[src/rtl/axi_pmu_regif_pkg.sv]
// Shared types and constants for the PMU AXI4-Lite register interface.
// Optional CDC synchronisation is selected with AXI_PMU_REGIF_CDC_SYNC_EN.
`timescale 1ns/1ps
package axi_pmu_regif_pkg;

    localparam logic [1:0] RESP_OKAY   = 2'b00;
    localparam logic [1:0] RESP_SLVERR = 2'b10;

    typedef enum logic [1:0] {
        W_IDLE,
        W_REQ,
        W_RESP
    } w_state_t;

    typedef enum logic [1:0] {
        R_IDLE,
        R_REQ,
        R_RESP
    } r_state_t;

    // Byte-offset bits covered by one data word.
    function automatic int addr_lsb(input int width);
        return $clog2(width / 8);
    endfunction

endpackage

[src/rtl/axi_pmu_regif_if.sv]
// AXI4-Lite bus bundle between the OpenPiton peripheral master and the PMU slave.
`timescale 1ns/1ps
interface axi_pmu_regif_if #(
    parameter int DW = 64,
    parameter int AW = 64
);
    logic [AW-1:0]   AWADDR;
    logic [2:0]      AWPROT;
    logic            AWVALID;
    logic            AWREADY;
    logic [DW-1:0]   WDATA;
    logic [DW/8-1:0] WSTRB;
    logic            WVALID;
    logic            WREADY;
    logic [1:0]      BRESP;
    logic            BVALID;
    logic            BREADY;
    logic [AW-1:0]   ARADDR;
    logic [2:0]      ARPROT;
    logic            ARVALID;
    logic            ARREADY;
    logic [DW-1:0]   RDATA;
    logic [1:0]      RRESP;
    logic            RVALID;
    logic            RREADY;

    modport master (
        output AWADDR, AWPROT, AWVALID, input AWREADY,
        output WDATA, WSTRB, WVALID, input WREADY,
        input BRESP, BVALID, output BREADY,
        output ARADDR, ARPROT, ARVALID, input ARREADY,
        input RDATA, RRESP, RVALID, output RREADY
    );

    modport slave (
        input AWADDR, AWPROT, AWVALID, output AWREADY,
        input WDATA, WSTRB, WVALID, output WREADY,
        output BRESP, BVALID, input BREADY,
        input ARADDR, ARPROT, ARVALID, output ARREADY,
        output RDATA, RRESP, RVALID, input RREADY
    );
endinterface

[src/rtl/axi_pmu_regif_valid_sync.sv]
// Two-flop synchroniser for the bank valid strobes.
// Only compiled when AXI_PMU_REGIF_CDC_SYNC_EN is defined.
`timescale 1ns/1ps
`ifdef AXI_PMU_REGIF_CDC_SYNC_EN
module pmu_valid_sync (
    input  logic i_clk,
    input  logic i_rst,
    input  logic i_d,
    output logic o_q
);
    logic r_meta;

    always_ff @(posedge i_clk) begin
        if (i_rst) begin
            r_meta <= 1'b0;
            o_q    <= 1'b0;
        end else begin
            r_meta <= i_d;
            o_q    <= r_meta;
        end
    end
endmodule
`endif

[src/rtl/axi_pmu_regif.sv]
// AXI4-Lite slave to Lagarto PMU register bank with decode errors and per-request timeout.
// Define AXI_PMU_REGIF_CDC_SYNC_EN to synchronise bank valids and wait for them to fall.
`timescale 1ns/1ps
module axi_pmu_regif
    import axi_pmu_regif_pkg::*;
#(
    parameter int          C_S_AXI_DATA_WIDTH = 64,
    parameter int          C_S_AXI_ADDR_WIDTH = 64,
    parameter int          N_COUNTERS         = 32,
    parameter int          CNT_ADDR_WIDTH     = 8,
    parameter logic [63:0] BASE_ADDR          = 64'hFFF5100000,
    parameter int          TIMEOUT_CYCLES     = 256
) (
    input  logic                          S_AXI_ACLK,
    input  logic                          S_AXI_ARESET,
    axi_pmu_regif_if.slave                s_axi,
    output logic                          counter_read_enable,
    input  logic                          counter_read_valid,
    output logic [CNT_ADDR_WIDTH-1:0]     counter_read_address,
    input  logic [C_S_AXI_DATA_WIDTH-1:0] counter_read_data,
    output logic                          counter_write_enable,
    input  logic                          counter_write_valid,
    output logic [CNT_ADDR_WIDTH-1:0]     counter_write_address,
    output logic [C_S_AXI_DATA_WIDTH-1:0] counter_write_data
);
    localparam int AW       = C_S_AXI_ADDR_WIDTH;
    localparam int CW       = CNT_ADDR_WIDTH;
    localparam int ADDR_LSB = addr_lsb(C_S_AXI_DATA_WIDTH);
    localparam int TW       = $clog2(TIMEOUT_CYCLES) + 1;
    localparam logic [AW-1:0] BASE     = AW'(BASE_ADDR);
    localparam logic [TW-1:0] TIMER_TC = TW'(TIMEOUT_CYCLES - 1);

    // Range check is done on the full-width offset before truncating to the index.
    function automatic logic is_legal(input logic [AW-1:0] a);
        logic [AW-1:0] off;
        off = a - BASE;
        return (a >= BASE) && (a[ADDR_LSB-1:0] == '0) && ((off >> ADDR_LSB) < AW'(N_COUNTERS));
    endfunction

    function automatic logic [CW-1:0] to_idx(input logic [AW-1:0] a);
        logic [AW-1:0] off;
        off = a - BASE;
        return CW'(off >> ADDR_LSB);
    endfunction

    w_state_t      r_wstate;
    r_state_t      r_rstate;
    logic [TW-1:0] r_wtimer;
    logic [TW-1:0] r_rtimer;
    logic          w_wr_valid;
    logic          w_rd_valid;
    logic          w_unused_prot;

    assign w_unused_prot = ^{s_axi.AWPROT, s_axi.ARPROT};

`ifdef AXI_PMU_REGIF_CDC_SYNC_EN
    pmu_valid_sync u_wr_sync (
        .i_clk (S_AXI_ACLK),
        .i_rst (S_AXI_ARESET),
        .i_d   (counter_write_valid),
        .o_q   (w_wr_valid)
    );

    pmu_valid_sync u_rd_sync (
        .i_clk (S_AXI_ACLK),
        .i_rst (S_AXI_ARESET),
        .i_d   (counter_read_valid),
        .o_q   (w_rd_valid)
    );
`else
    assign w_wr_valid = counter_write_valid;
    assign w_rd_valid = counter_read_valid;
`endif

    always_ff @(posedge S_AXI_ACLK) begin
        if (S_AXI_ARESET) begin
            r_wstate              <= W_IDLE;
            r_wtimer              <= '0;
            s_axi.AWREADY         <= 1'b0;
            s_axi.WREADY          <= 1'b0;
            s_axi.BVALID          <= 1'b0;
            s_axi.BRESP           <= RESP_OKAY;
            counter_write_enable  <= 1'b0;
            counter_write_address <= '0;
            counter_write_data    <= '0;
        end else begin
            case (r_wstate)
                W_IDLE: begin
                    if (s_axi.AWREADY) begin
                        // Handshake edge: the master still holds address, data and strobe.
                        s_axi.AWREADY <= 1'b0;
                        s_axi.WREADY  <= 1'b0;
                        if (is_legal(s_axi.AWADDR) && (&s_axi.WSTRB)) begin
                            counter_write_address <= to_idx(s_axi.AWADDR);
                            counter_write_data    <= s_axi.WDATA;
                            counter_write_enable  <= 1'b1;
                            r_wtimer              <= '0;
                            r_wstate              <= W_REQ;
                        end else begin
                            s_axi.BVALID <= 1'b1;
                            s_axi.BRESP  <= RESP_SLVERR;
                            r_wstate     <= W_RESP;
                        end
                    end else if (s_axi.AWVALID && s_axi.WVALID) begin
                        s_axi.AWREADY <= 1'b1;
                        s_axi.WREADY  <= 1'b1;
                    end
                end
                W_REQ: begin
                    if (w_wr_valid) begin
                        counter_write_enable <= 1'b0;
                        s_axi.BVALID         <= 1'b1;
                        s_axi.BRESP          <= RESP_OKAY;
                        r_wstate             <= W_RESP;
                    end else if (r_wtimer == TIMER_TC) begin
                        counter_write_enable <= 1'b0;
                        s_axi.BVALID         <= 1'b1;
                        s_axi.BRESP          <= RESP_SLVERR;
                        r_wstate             <= W_RESP;
                    end else begin
                        r_wtimer <= r_wtimer + 1'b1;
                    end
                end
                W_RESP: begin
`ifdef AXI_PMU_REGIF_CDC_SYNC_EN
                    if (s_axi.BVALID && s_axi.BREADY) begin
                        s_axi.BVALID <= 1'b0;
                        if (!w_wr_valid) r_wstate <= W_IDLE;
                    end else if (!s_axi.BVALID && !w_wr_valid) begin
                        r_wstate <= W_IDLE;
                    end
`else
                    if (s_axi.BREADY) begin
                        s_axi.BVALID <= 1'b0;
                        r_wstate     <= W_IDLE;
                    end
`endif
                end
                default: r_wstate <= W_IDLE;
            endcase
        end
    end

    always_ff @(posedge S_AXI_ACLK) begin
        if (S_AXI_ARESET) begin
            r_rstate             <= R_IDLE;
            r_rtimer             <= '0;
            s_axi.ARREADY        <= 1'b0;
            s_axi.RVALID         <= 1'b0;
            s_axi.RRESP          <= RESP_OKAY;
            s_axi.RDATA          <= '0;
            counter_read_enable  <= 1'b0;
            counter_read_address <= '0;
        end else begin
            case (r_rstate)
                R_IDLE: begin
                    if (s_axi.ARREADY) begin
                        s_axi.ARREADY <= 1'b0;
                        if (is_legal(s_axi.ARADDR)) begin
                            counter_read_address <= to_idx(s_axi.ARADDR);
                            counter_read_enable  <= 1'b1;
                            r_rtimer             <= '0;
                            r_rstate             <= R_REQ;
                        end else begin
                            s_axi.RVALID <= 1'b1;
                            s_axi.RRESP  <= RESP_SLVERR;
                            s_axi.RDATA  <= '0;
                            r_rstate     <= R_RESP;
                        end
                    end else if (s_axi.ARVALID) begin
                        s_axi.ARREADY <= 1'b1;
                    end
                end
                R_REQ: begin
                    if (w_rd_valid) begin
                        counter_read_enable <= 1'b0;
                        s_axi.RVALID        <= 1'b1;
                        s_axi.RRESP         <= RESP_OKAY;
                        s_axi.RDATA         <= counter_read_data;
                        r_rstate            <= R_RESP;
                    end else if (r_rtimer == TIMER_TC) begin
                        counter_read_enable <= 1'b0;
                        s_axi.RVALID        <= 1'b1;
                        s_axi.RRESP         <= RESP_SLVERR;
                        s_axi.RDATA         <= '0;
                        r_rstate            <= R_RESP;
                    end else begin
                        r_rtimer <= r_rtimer + 1'b1;
                    end
                end
                R_RESP: begin
`ifdef AXI_PMU_REGIF_CDC_SYNC_EN
                    if (s_axi.RVALID && s_axi.RREADY) begin
                        s_axi.RVALID <= 1'b0;
                        s_axi.RDATA  <= '0;
                        if (!w_rd_valid) r_rstate <= R_IDLE;
                    end else if (!s_axi.RVALID && !w_rd_valid) begin
                        r_rstate <= R_IDLE;
                    end
`else
                    if (s_axi.RREADY) begin
                        s_axi.RVALID <= 1'b0;
                        s_axi.RDATA  <= '0;
                        r_rstate     <= R_IDLE;
                    end
`endif
                end
                default: r_rstate <= R_IDLE;
            endcase
        end
    end

endmodule

[src/flat_wrapper.sv]
// flat-port wrapper written by rule: the top's interface ports become plain ports
module axi_pmu_regif_flat import axi_pmu_regif_pkg::*;
#(
    parameter int          C_S_AXI_DATA_WIDTH = 64,
    parameter int          C_S_AXI_ADDR_WIDTH = 64,
    parameter int          N_COUNTERS         = 32,
    parameter int          CNT_ADDR_WIDTH     = 8,
    parameter logic [63:0] BASE_ADDR          = 64'hFFF5100000,
    parameter int          TIMEOUT_CYCLES     = 256
)
  (S_AXI_ACLK, S_AXI_ARESET, counter_read_enable, counter_read_valid, counter_read_address, counter_read_data, counter_write_enable, counter_write_valid, counter_write_address, counter_write_data, s_axi_AWADDR, s_axi_AWPROT, s_axi_AWVALID, s_axi_AWREADY, s_axi_WDATA, s_axi_WSTRB, s_axi_WVALID, s_axi_WREADY, s_axi_BRESP, s_axi_BVALID, s_axi_BREADY, s_axi_ARADDR, s_axi_ARPROT, s_axi_ARVALID, s_axi_ARREADY, s_axi_RDATA, s_axi_RRESP, s_axi_RVALID, s_axi_RREADY);
  axi_pmu_regif_if #(.DW(64), .AW(64)) s_axi_i ();
  input  logic S_AXI_ACLK;
  input  logic S_AXI_ARESET;
  output logic counter_read_enable;
  input  logic counter_read_valid;
  output logic [CNT_ADDR_WIDTH-1:0] counter_read_address;
  input  logic [C_S_AXI_DATA_WIDTH-1:0] counter_read_data;
  output logic counter_write_enable;
  input  logic counter_write_valid;
  output logic [CNT_ADDR_WIDTH-1:0] counter_write_address;
  output logic [C_S_AXI_DATA_WIDTH-1:0] counter_write_data;
  input wire logic [$bits(s_axi_i.AWADDR)-1:0] s_axi_AWADDR;
  input wire logic [$bits(s_axi_i.AWPROT)-1:0] s_axi_AWPROT;
  input wire logic [$bits(s_axi_i.AWVALID)-1:0] s_axi_AWVALID;
  output wire logic [$bits(s_axi_i.AWREADY)-1:0] s_axi_AWREADY;
  input wire logic [$bits(s_axi_i.WDATA)-1:0] s_axi_WDATA;
  input wire logic [$bits(s_axi_i.WSTRB)-1:0] s_axi_WSTRB;
  input wire logic [$bits(s_axi_i.WVALID)-1:0] s_axi_WVALID;
  output wire logic [$bits(s_axi_i.WREADY)-1:0] s_axi_WREADY;
  output wire logic [$bits(s_axi_i.BRESP)-1:0] s_axi_BRESP;
  output wire logic [$bits(s_axi_i.BVALID)-1:0] s_axi_BVALID;
  input wire logic [$bits(s_axi_i.BREADY)-1:0] s_axi_BREADY;
  input wire logic [$bits(s_axi_i.ARADDR)-1:0] s_axi_ARADDR;
  input wire logic [$bits(s_axi_i.ARPROT)-1:0] s_axi_ARPROT;
  input wire logic [$bits(s_axi_i.ARVALID)-1:0] s_axi_ARVALID;
  output wire logic [$bits(s_axi_i.ARREADY)-1:0] s_axi_ARREADY;
  output wire logic [$bits(s_axi_i.RDATA)-1:0] s_axi_RDATA;
  output wire logic [$bits(s_axi_i.RRESP)-1:0] s_axi_RRESP;
  output wire logic [$bits(s_axi_i.RVALID)-1:0] s_axi_RVALID;
  input wire logic [$bits(s_axi_i.RREADY)-1:0] s_axi_RREADY;
  assign s_axi_i.AWADDR = s_axi_AWADDR;
  assign s_axi_i.AWPROT = s_axi_AWPROT;
  assign s_axi_i.AWVALID = s_axi_AWVALID;
  assign s_axi_AWREADY = s_axi_i.AWREADY;
  assign s_axi_i.WDATA = s_axi_WDATA;
  assign s_axi_i.WSTRB = s_axi_WSTRB;
  assign s_axi_i.WVALID = s_axi_WVALID;
  assign s_axi_WREADY = s_axi_i.WREADY;
  assign s_axi_BRESP = s_axi_i.BRESP;
  assign s_axi_BVALID = s_axi_i.BVALID;
  assign s_axi_i.BREADY = s_axi_BREADY;
  assign s_axi_i.ARADDR = s_axi_ARADDR;
  assign s_axi_i.ARPROT = s_axi_ARPROT;
  assign s_axi_i.ARVALID = s_axi_ARVALID;
  assign s_axi_ARREADY = s_axi_i.ARREADY;
  assign s_axi_RDATA = s_axi_i.RDATA;
  assign s_axi_RRESP = s_axi_i.RRESP;
  assign s_axi_RVALID = s_axi_i.RVALID;
  assign s_axi_i.RREADY = s_axi_RREADY;
  axi_pmu_regif #(.C_S_AXI_DATA_WIDTH(C_S_AXI_DATA_WIDTH), .C_S_AXI_ADDR_WIDTH(C_S_AXI_ADDR_WIDTH), .N_COUNTERS(N_COUNTERS), .CNT_ADDR_WIDTH(CNT_ADDR_WIDTH), .BASE_ADDR(BASE_ADDR), .TIMEOUT_CYCLES(TIMEOUT_CYCLES)) u_core (.S_AXI_ACLK(S_AXI_ACLK), .S_AXI_ARESET(S_AXI_ARESET), .s_axi(s_axi_i), .counter_read_enable(counter_read_enable), .counter_read_valid(counter_read_valid), .counter_read_address(counter_read_address), .counter_read_data(counter_read_data), .counter_write_enable(counter_write_enable), .counter_write_valid(counter_write_valid), .counter_write_address(counter_write_address), .counter_write_data(counter_write_data));
endmodule
[config.mk]
export PLATFORM = sky130hd
export DESIGN_NAME = axi_pmu_regif_flat
export DESIGN_NICKNAME = d
export VERILOG_FILES = /design/src/rtl/axi_pmu_regif_pkg.sv /design/src/rtl/axi_pmu_regif_if.sv /design/src/rtl/axi_pmu_regif_valid_sync.sv /design/src/rtl/axi_pmu_regif.sv /design/src/flat_wrapper.sv
export SDC_FILE = /design/constraint.sdc
export NUM_CORES = 1
export LEC_CHECK = 0
export BUFFER_PORTS_ARGS = -buffer_cell sky130_fd_sc_hd__clkbuf_2
export CORE_AREA = 2 2 169 171
export DETAILED_ROUTE_END_ITERATION = 8
export DIE_AREA = 0 0 171 173
export HOLD_SLACK_MARGIN = 0.05
export PLACE_DENSITY = 0.65
export SLEW_MARGIN = 0
export SYNTH_ARGS = -nofsm -noshare
export SYNTH_HDL_FRONTEND = slang
export SYNTH_SLANG_ARGS = --single-unit
export TNS_END_PERCENT = 50
[constraint.sdc]
create_clock -name S_AXI_ACLK -period 8.9 [get_ports S_AXI_ACLK]
set_input_delay 0 -clock S_AXI_ACLK [delete_from_list [all_inputs] [get_ports S_AXI_ACLK]]
set_output_delay 0 -clock S_AXI_ACLK [all_outputs]
set_load 0.01 [all_outputs]
==> impl_metrics.yaml <==
outcome:
  status: "completed"
cells_and_area:
  final_nets: 1748
  final_area_um2: 12300
  final_common_cell: "clkbuf_2"
  diodes: 0
  syn_to_final_growth_pct: 59.1
  final_cell_mix: "424 x clkbuf_2, 184 x nand2_1, 175 x dfxtp_1"
  layout-drive-gt1-share: 0.332
detailed_routing:
  drt_iter0_drc: 465
  totalWireLength_um: 28200
  wl_per_cell_um: 15.2
  route.detailed.drc: 0
  via_per_inst: 4.84
  drt.antenna.violating_nets: 0
  vias: 8964
  first_pass_iters: 5
die:
  fp.coreArea_um2: 27600
  ios: 434
  die_area_um2: 29600
  start_util: 0.280
  std_cell_rows: 61
  dieHeight_um: 173
  chipWidth_um: 171
sta:
  rsz0062_at_grt: "false"
  period_minus_slack_ns: 3.66
  timing.fmax_mhz: 273
  relSlewSlack: 0.182
  final.period_utilization: 0.411
  setup_ws_ns: 5.24
  tightest_slew_ns: 1.23
  finalSetupViolations: 0
  final-hold-violation-count: 0
  slew_viol_final: 0
  skew_ns: 0.0166
  setup-tns-final_ns: 0
global_routing:
  grt_max_degree: 74
  grt_pass1_wl_um: 43900
  overflow: 0
  grtUsageTotal: 0.182
  grt_pass1_vias: 8788
  antenna_found_initial: 0
setup_path:
  critPathLaunchType: "input pin"
  cp.required_ns: 9.22
  cp-end-kind: "register"
  worstPathMaxFanout: 73
  ff2ff_setup_slack_ns: 6.11
  cp.arrival_ns: 3.98
  crit_type: "input pin to register"
clock_network:
  cts_tree: "built"
  clkSinkCount: 175
  cts_setup_buffers: 0
  insertion_delay_ns: 0.43
  htreeDepth: 4
  clock_path_buffers: 2
  cts.clk_slew.worst_paths_ns: 0.08
  cts-root-buf: "clkbuf_16"
  cts_resized: 0
  cts-buffers-inserted: 17
power:
  ir_drop_v: 0.000102
  leakage_nw: 5.40
  power_density_nw_per_um2: 144
logic_synthesis:
  synth_fa_ha_area_frac: 0.0113
  synth-async-reset-ratio: 0
  syn_inst: 901
  synthSimpleGateAreaFrac: 0.245
  synthMuxAreaShare: 0.0129
  synth-edff-count: 0
  yosysSeqAreaShare: 0.453
  ys.flop_type: "dfxtp_1"
  synth_top_family_by_area: "simple AND/OR/NAND/NOR gates"
  yosysUniqueCellTypes: 77
  synthXorXnorAreaFrac: 0.0124
  synth_seq_cells: 175
  avgSynthCellArea_um2: 8.59
  synth_area_um2: 7740
  yosysWarningCount: 0
  synth_compound_area_frac: 0.218
min_path:
  holdCritPathClass: "input pin to register"
place:
  post-dp-hpwl_um: 19300
  gp_congestion: 0.904
  dp_slack_ns: 5.12
  portBuffers: 425
  placed_area_um2: 10100
flow_run:
  maxCapViolations: 0
## worst paths after layout
check,endpoint,depth (start not counted),from
max,u_core.counter_write_data[15],12,s_axi_AWADDR[20]
min,u_core.counter_read_enable,6,s_axi_ARADDR[63]
max reg2reg,u_core.s_axi.RDATA[41],9,u_core.r_rtimer[2]
min reg2reg,u_core.counter_read_address[6],2,u_core.counter_read_address[6]
## power by group
group,switching [mW],internal [mW],leakage [nW]
Combinational,0.108,0.116,3.70
Sequential,0.00486,0.788,1.41
Clock,0.359,0.403,0.288
Total,0.472,1.31,5.40
## critical path, stage by stage
cell	delay, ns
clkbuf_2	0.11
nor4_1	0.46
o21ai_1	0.45
a21o_1	0.29
a2111o_1	0.43
nor4_1	0.28
nand4b_1	0.34
or2_2	0.39
buf_4	0.34
nand2_1	0.18
a21oi_1	0.07
dlygate4sd3_1	0.58
## flip-flops by register name, summed over array words and instances, names as in the netlist
signal                        cells
u_core.counter_read_address       8
u_core.counter_read_enable        1
u_core.counter_write_address      8
u_core.counter_write_data        64
u_core.counter_write_enable       1
u_core.r_rstate                   2
u_core.r_rtimer                   9
u_core.r_wstate                   2
u_core.r_wtimer                   9
u_core.s_axi.ARREADY              1
u_core.s_axi.AWREADY              1
u_core.s_axi.BRESP                1
u_core.s_axi.BVALID               1
u_core.s_axi.RDATA               64
u_core.s_axi.RRESP                1
u_core.s_axi.RVALID               1
u_core.s_axi.WREADY               1
## routing by layer
layer / global-route usage / vias up / part of all wire
li1: - / 4397 / -
met1: 0.214 / 4157 / 0.41
met2: 0.315 / 346 / 0.48
met3: 0.0439 / 64 / 0.071
met4: 0.0759 / 0 / 0.032
met5: 0 / - / 0
## kinds of logic (layout without fill, tap and decap cells)
group / count (synthesis) / count (layout)
multiplexers: 10 / 10
flip-flops: 175 / 175
XOR/XNOR: 11 / 11
adder cells (fa/ha/maj): 7 / 7
buffers and inverters: 71 / 644
other: 1 / 2
AO/OA/AOI/OAI: 240 / 240
AND/OR/NAND/NOR: 386 / 386
## metrics by stage
| step | power, mW | utilization | std cells | hold slack, ns |
|---|---|---|---|---|
| global placement | 0.976 | 0.366 | 1661 | 0.218 |
| global route | 1.86 | 0.446 | 1853 | 0.203 |
| CTS | 1.80 | 0.446 | 1853 | 0.139 |
| finish | 1.78 | 0.446 | 1853 | 0.171 |
| floorplan | 0.886 | - | 902 | 0.111 |
| detailed placement | 0.979 | 0.366 | 1661 | 0.221 |
## area by class of cell
type,instances,area [um^2]
clock buffer,18,429
fill,2660,15300
clock inverter,14,163
tap,378,473
inverter,22,82.6
multi-input combinational,656,3890
timing repair buffer,590,3770
sequential,175,3500
## Yosys cell counts, drive strengths merged (5+ instances only)
master	instances	area, um^2
nand2	184	691
dfxtp	175	3500
a21oi	92	460
a22o	64	566
nor2	52	195
clkbuf	31	118
nor4	25	178
o21ai	23	119
inv	22	82.6
and3	19	119
nand3	19	95.1
nand4	19	125
nor3	17	85.1
buf	12	111
or4	11	91.3
mux2i	10	100
nand4b	8	76.3
ha	7	87.6
dlygate4sd1	6	52.6
nor2b	6	37.5
o31ai	6	45.0
xor2	6	52.6
a2111oi	5	43.8
a211oi	5	37.5
o21a	5	37.5
xnor2	5	43.8
## repair_timing
action	in CTS	in global routing
hold endpoints to repair	150	0
setup endpoints to repair	0	0
hold buffers	160	0
(Power assumes the default switching activity.)
